===== src/rtl/matrix_mac_engine.sv =====
// Sequential N x N unsigned matrix multiplier: A/B operand stores, one MAC per cycle,
// optional C += A*B accumulation, and saturate/wrap overflow handling with a sticky flag.
module matrix_mac_engine #(
    parameter int N    = 4,
    parameter int DW   = 8,
    parameter int ACCW = 32,
    parameter bit SAT  = 1'b0,
    localparam int AW  = $clog2(N * N)
) (
    input  logic            clk_i,
    input  logic            rst_ni,
    input  logic            wr_en_i,
    input  logic            wr_sel_i,
    input  logic [AW-1:0]   wr_addr_i,
    input  logic [DW-1:0]   wr_data_i,
    input  logic            start_i,
    input  logic            acc_mode_i,
    output logic            busy_o,
    output logic            done_o,
    output logic            ovf_o,
    input  logic [AW-1:0]   rd_addr_i,
    output logic [ACCW-1:0] rd_data_o
);

    localparam int NN = N * N;
    localparam int IW = $clog2(N);
    localparam int PW = 2 * DW + $clog2(N) + 1;
    localparam int RW = ((PW > ACCW) ? PW : ACCW) + 1;

    typedef enum logic [1:0] {IDLE, MAC, WB, DONE} state_e;
    state_e state_q, state_d;

    logic [DW-1:0]   a_q [NN];
    logic [DW-1:0]   b_q [NN];
    logic [ACCW-1:0] c_q [NN];
    logic [IW-1:0]   i_q, j_q, k_q;
    logic [PW-1:0]   acc_q;
    logic            accm_q, ovf_q;
    logic [ACCW-1:0] rd_q;

    logic [AW-1:0]   a_idx, b_idx, c_idx;
    logic [2*DW-1:0] prod;
    logic [RW-1:0]   r;
    logic            r_ovf;
    logic [ACCW-1:0] r_wr;
    logic            k_last, last_ele, wr_ok, rd_ok;

    always_comb begin
        a_idx    = AW'(i_q) * AW'(N) + AW'(k_q);
        b_idx    = AW'(k_q) * AW'(N) + AW'(j_q);
        c_idx    = AW'(i_q) * AW'(N) + AW'(j_q);
        prod     = (2*DW)'(a_q[a_idx]) * (2*DW)'(b_q[b_idx]);
        // r is wide enough that the old C plus a full dot product can never wrap
        r        = RW'(acc_q) + (accm_q ? RW'(c_q[c_idx]) : RW'(0));
        r_ovf    = |r[RW-1:ACCW];
        r_wr     = (r_ovf && SAT) ? '1 : r[ACCW-1:0];
        k_last   = (k_q == IW'(N - 1));
        last_ele = (i_q == IW'(N - 1)) && (j_q == IW'(N - 1));
        wr_ok    = wr_en_i && (state_q == IDLE || state_q == DONE) &&
                   ({1'b0, wr_addr_i} < (AW+1)'(NN));
        rd_ok    = ({1'b0, rd_addr_i} < (AW+1)'(NN));
    end

    always_ff @(posedge clk_i or negedge rst_ni) begin
        if (!rst_ni) state_q <= IDLE;
        else         state_q <= state_d;
    end

    always_comb begin
        state_d = state_q;
        case (state_q)
            IDLE:    if (start_i) state_d = MAC;
            MAC:     if (k_last) state_d = WB;
            WB:      state_d = last_ele ? DONE : MAC;
            default: state_d = IDLE;
        endcase
    end

    always_comb begin
        busy_o = (state_q == MAC) || (state_q == WB);
        done_o = (state_q == DONE);
    end

    always_ff @(posedge clk_i or negedge rst_ni) begin
        if (!rst_ni) begin
            i_q    <= '0;
            j_q    <= '0;
            k_q    <= '0;
            acc_q  <= '0;
            accm_q <= 1'b0;
            ovf_q  <= 1'b0;
        end else begin
            case (state_q)
                IDLE: if (start_i) begin
                    accm_q <= acc_mode_i;
                    ovf_q  <= 1'b0;
                    i_q    <= '0;
                    j_q    <= '0;
                    k_q    <= '0;
                    acc_q  <= '0;
                end
                MAC: begin
                    acc_q <= acc_q + PW'(prod);
                    if (!k_last) k_q <= k_q + IW'(1);
                end
                WB: begin
                    if (r_ovf) ovf_q <= 1'b1;
                    acc_q <= '0;
                    k_q   <= '0;
                    if (j_q == IW'(N - 1)) begin
                        j_q <= '0;
                        i_q <= last_ele ? '0 : i_q + IW'(1);
                    end else begin
                        j_q <= j_q + IW'(1);
                    end
                end
                default: ;
            endcase
        end
    end

    // Storage is flop-based so that reset can clear every element at once
    always_ff @(posedge clk_i or negedge rst_ni) begin
        if (!rst_ni) begin
            for (int e = 0; e < NN; e++) begin
                a_q[e] <= '0;
                b_q[e] <= '0;
                c_q[e] <= '0;
            end
            rd_q <= '0;
        end else begin
            if (wr_ok && !wr_sel_i) a_q[wr_addr_i] <= wr_data_i;
            if (wr_ok &&  wr_sel_i) b_q[wr_addr_i] <= wr_data_i;
            if (state_q == WB) c_q[c_idx] <= r_wr;
            rd_q <= rd_ok ? c_q[rd_addr_i] : '0;
        end
    end

    assign ovf_o     = ovf_q;
    assign rd_data_o = rd_q;

endmodule


===== config.mk =====
export PLATFORM = sky130hd
export DESIGN_NAME = matrix_mac_engine
export DESIGN_NICKNAME = d
export VERILOG_FILES = /design/src/rtl/matrix_mac_engine.sv
export SDC_FILE = /design/constraint.sdc
export NUM_CORES = 2
export LEC_CHECK = 0
export BUFFER_PORTS_ARGS = -buffer_cell sky130_fd_sc_hd__clkbuf_2
export CAP_MARGIN = 20
export CORE_MARGIN = 4
export CORE_UTILIZATION = 55
export CTS_BUF_LIST = sky130_fd_sc_hd__clkbuf_4 sky130_fd_sc_hd__clkbuf_8
export CTS_CLUSTER_SIZE = 28
export DETAILED_ROUTE_END_ITERATION = 7
export MAX_ROUTING_LAYER = met4
export PLACE_DENSITY_LB_ADDON = 0.25
export SKIP_CTS_REPAIR_TIMING = 1
export SLEW_MARGIN = 20
export SYNTH_ARGS = -nofsm -noshare
export SYNTH_HDL_FRONTEND = slang
export SYNTH_SLANG_ARGS = --single-unit

===== constraint.sdc =====
create_clock -name clk_i -period 10.4 [get_ports clk_i]
set_clock_uncertainty 0.15 [all_clocks]
set_input_delay 0.52 -clock clk_i [delete_from_list [all_inputs] [get_ports clk_i]]
set_output_delay 0.52 -clock clk_i [all_outputs]
set_load 0.005 [all_outputs]

==> run metrics <==
Register-to-Register Path Depth 18; Mapped Nets around 3.6k; Place WS around 2.9 ns; row cnt between 100 and 150; Initial Utilization 55.9%; CTS Buf Count approximately 140; FF-to-FF setup slack 2.91 ns; maximum clock frequency ~130 MHz; Starting DRT DRC Count 2623; RD Place Congestion 0.872; Die Wd 290 um; Worst-path clk slew 0.06 ns; Final Util 61.2%; Main synth FF type dfrtp_1; CTS tree built; Setup crit end kind flip-flop; EDFF count, synth 0; Distinct cells, synth 77; Tcrit/Tclk final between 70% and 80%; iteration count of the initial detailed-routing pass 8; IO buf count 56; vias post-DR 29.0k; final setup fails 0; residual DRC count 0; yosys warns 0; Max Slew Vio Count 0; syn avg cell area approximately 13 um2; max_slew headroom between 20% and 30%; H-tree Lvls 4; Ports 57; Seq/Total Area, Yosys 47.6%; Layout Nets 3585; outcome complete, no violations; DRT antenna net count 0; placed insts 4327; WP data required ~11 ns; Mapped Area 0.0436 mm2; die height 290 um; peak supply drop about 190 uV; RSZ-0062 raised after global routing false; All-Layer GR Usage between 20% and 30%; RR Startpoint k_q[0]; Mapped Cells 3473; Slowest cell on crit path dfrtp_2; Lkg Pwr around 21 nW; Routed WL 113000 um; Final Hold Viols 0; Total Die Area 0.0839 mm2; maximum clock insertion buffer count 3; CTS Root Cell clkbuf_8; Arr. time, crit path 8.00 ns; grt ovf 0; Max Cap Viol 0; total negative slack 0 ns; area added between synthesis and finish 9.37%; Worst Max-Slew Pin Slew approximately 1.1 ns; DR vias/cell 6.33; flops & latches, synth 829; Buf/Inv on CP 3; ys async rst share 100%; Power, Total 10.1 mW; PnR worst setup slack 2.91 ns; WL per Instance approximately 25 um; Placeable Area 0.0780 mm2; antenna violations before repair 1; vias in the first global route 30.5k; top-area cell type share of the netlist area 47.6%; clk sink count 829; crit-path cells buf_4, mux4_2, mux4_2, and2_1, fa_1, fa_1, fa_1, inv_1, fa_1, inv_1, ha_1, or4_1, a21oi_1, o31a_1, nor3_1, a2111oi_0, nor4_1, a311o_1; delay-heaviest family, CP adder cells; Crit path largest cell delay just under 0.9 ns; pin count of the biggest net entering global routing 183; fill count 5917; first-pass GRT wire length 180000 um; Area contributors post-synth dfrtp_1 48%, mux4_2 20%, mux2_2 7.1%; critical path peak fanout 23; Min Clock Period, post-route 7.49 ns; CP startpoint kind flip-flop; Worst Hold Class primary input to async pin; Synth area leader dfrtp_1; RR Endpoint acc_q[18]; layout cell share with drive strength beyond 1 30.7%; Cell Pwr Density 211 mW/mm2; worst skew pair latency between 0.8 and 0.9 ns; Final Non-Filler Cells 4582; worst setup path category flip-flop to flip-flop; Crit path top cell by count fa_1; HPWL after DPL 69000 um
## cells by family (layout without fill, tap and decap cells)
family	count (synthesis)	count (layout)	share of synthesized area (%)
AOI/OAI and AO/OA	616	616	7.94
xor gates and xnor gates	39	39	0.990
adders and majority gates	125	125	4.46
buffers and inverters	382	449	3.71
DFF	829	829	47.6
muxes	675	675	27.4
other	0	2	0
and+or+nand+nor	807	807	7.89
## Yosys cell counts, drive strengths merged, types with 10 or more instances
cell / instances
a21oi: 26
and2: 61
buf: 71
clkbuf: 202
dfrtp: 829
fa: 51
ha: 74
inv: 108
mux2: 276
mux2i: 10
mux4: 389
nand2: 602
nand2b: 10
nand3: 47
nor2: 39
nor2b: 11
nor3: 13
o21ai: 512
o31ai: 21
xnor2: 16
xor2: 23
## metal layers
layer  global-route usage, %  routed length, um  share of wire (%)
met1                    38.9              46300                 41
met2                    44.7              54200                 48
met3                    6.20               8630                7.6
met4                    10.9               4300                3.8
met5                       -                  0                  0
## worst max path at each step
stage	start	to	slack, ns	cells after the start
floorplan	j_q[1]	acc_q[18]	3.56	24
global placement	k_q[0]	acc_q[18]	3.08	20
detailed placement	k_q[0]	acc_q[18]	2.90	18
CTS	k_q[0]	acc_q[18]	2.89	18
global route	k_q[0]	acc_q[18]	2.46	18
finish	k_q[0]	acc_q[18]	2.91	18
## power breakdown
| part | total [mW] | leakage [nW] | internal (mW) | switching [mW] |
|---|---|---|---|---|
| combinational | 2.86 | 7.89 | 1.29 | 1.57 |
| clock | 3.13 | 1.61 | 1.73 | 1.40 |
| sequential | 4.08 | 11.4 | 3.71 | 0.367 |
| total | 10.1 | 20.9 | 6.73 | 3.34 |
## flip-flops by register name (all words and copies together) (netlist names)
signal / cells
a_q: 128
i_q: 2
c_q: 512
accm_q: 1
j_q: 2
acc_q: 19
rd_data_o: 32
k_q: 2
state_q: 2
ovf_o: 1
b_q: 128
## through the flow
step | hold slack [ns] | instance area [um2]
floorplan | 0.0744 | 43600
global placement | 0.322 | 44500
detailed placement | 0.337 | 44500
CTS | -0.430 | 47600
global route | 0.208 | 47700
finish | 0.188 | 47700
## layout by cell type, fill, tap and decap left out, drive strengths merged, types with 13 or more instances in the layout
cell,instances
nor2,39
fa,51
and2,61
xnor2,16
dfrtp,829
inv,115
nor3,13
a21oi,26
clkinv,18
ha,74
o31ai,21
xor2,23
nand3,47
mux4,389
o21ai,512
mux2,276
buf,37
clkbuf,271
nand2,602
## final cells by class
cell class                 instances  area, um2  area share [%]
tap                             1040       1300            2.73
sequential                       829      20800            43.5
timing repair buffer              94        684            1.43
multi-input combinational       2262      21500            45.1
antenna                            2       5.00          0.0105
clock inverter                    28        297           0.622
inverter                         109        409           0.858
clock buffer                     218       2750            5.77
Note: power is estimated with default switching activity, not from simulation.
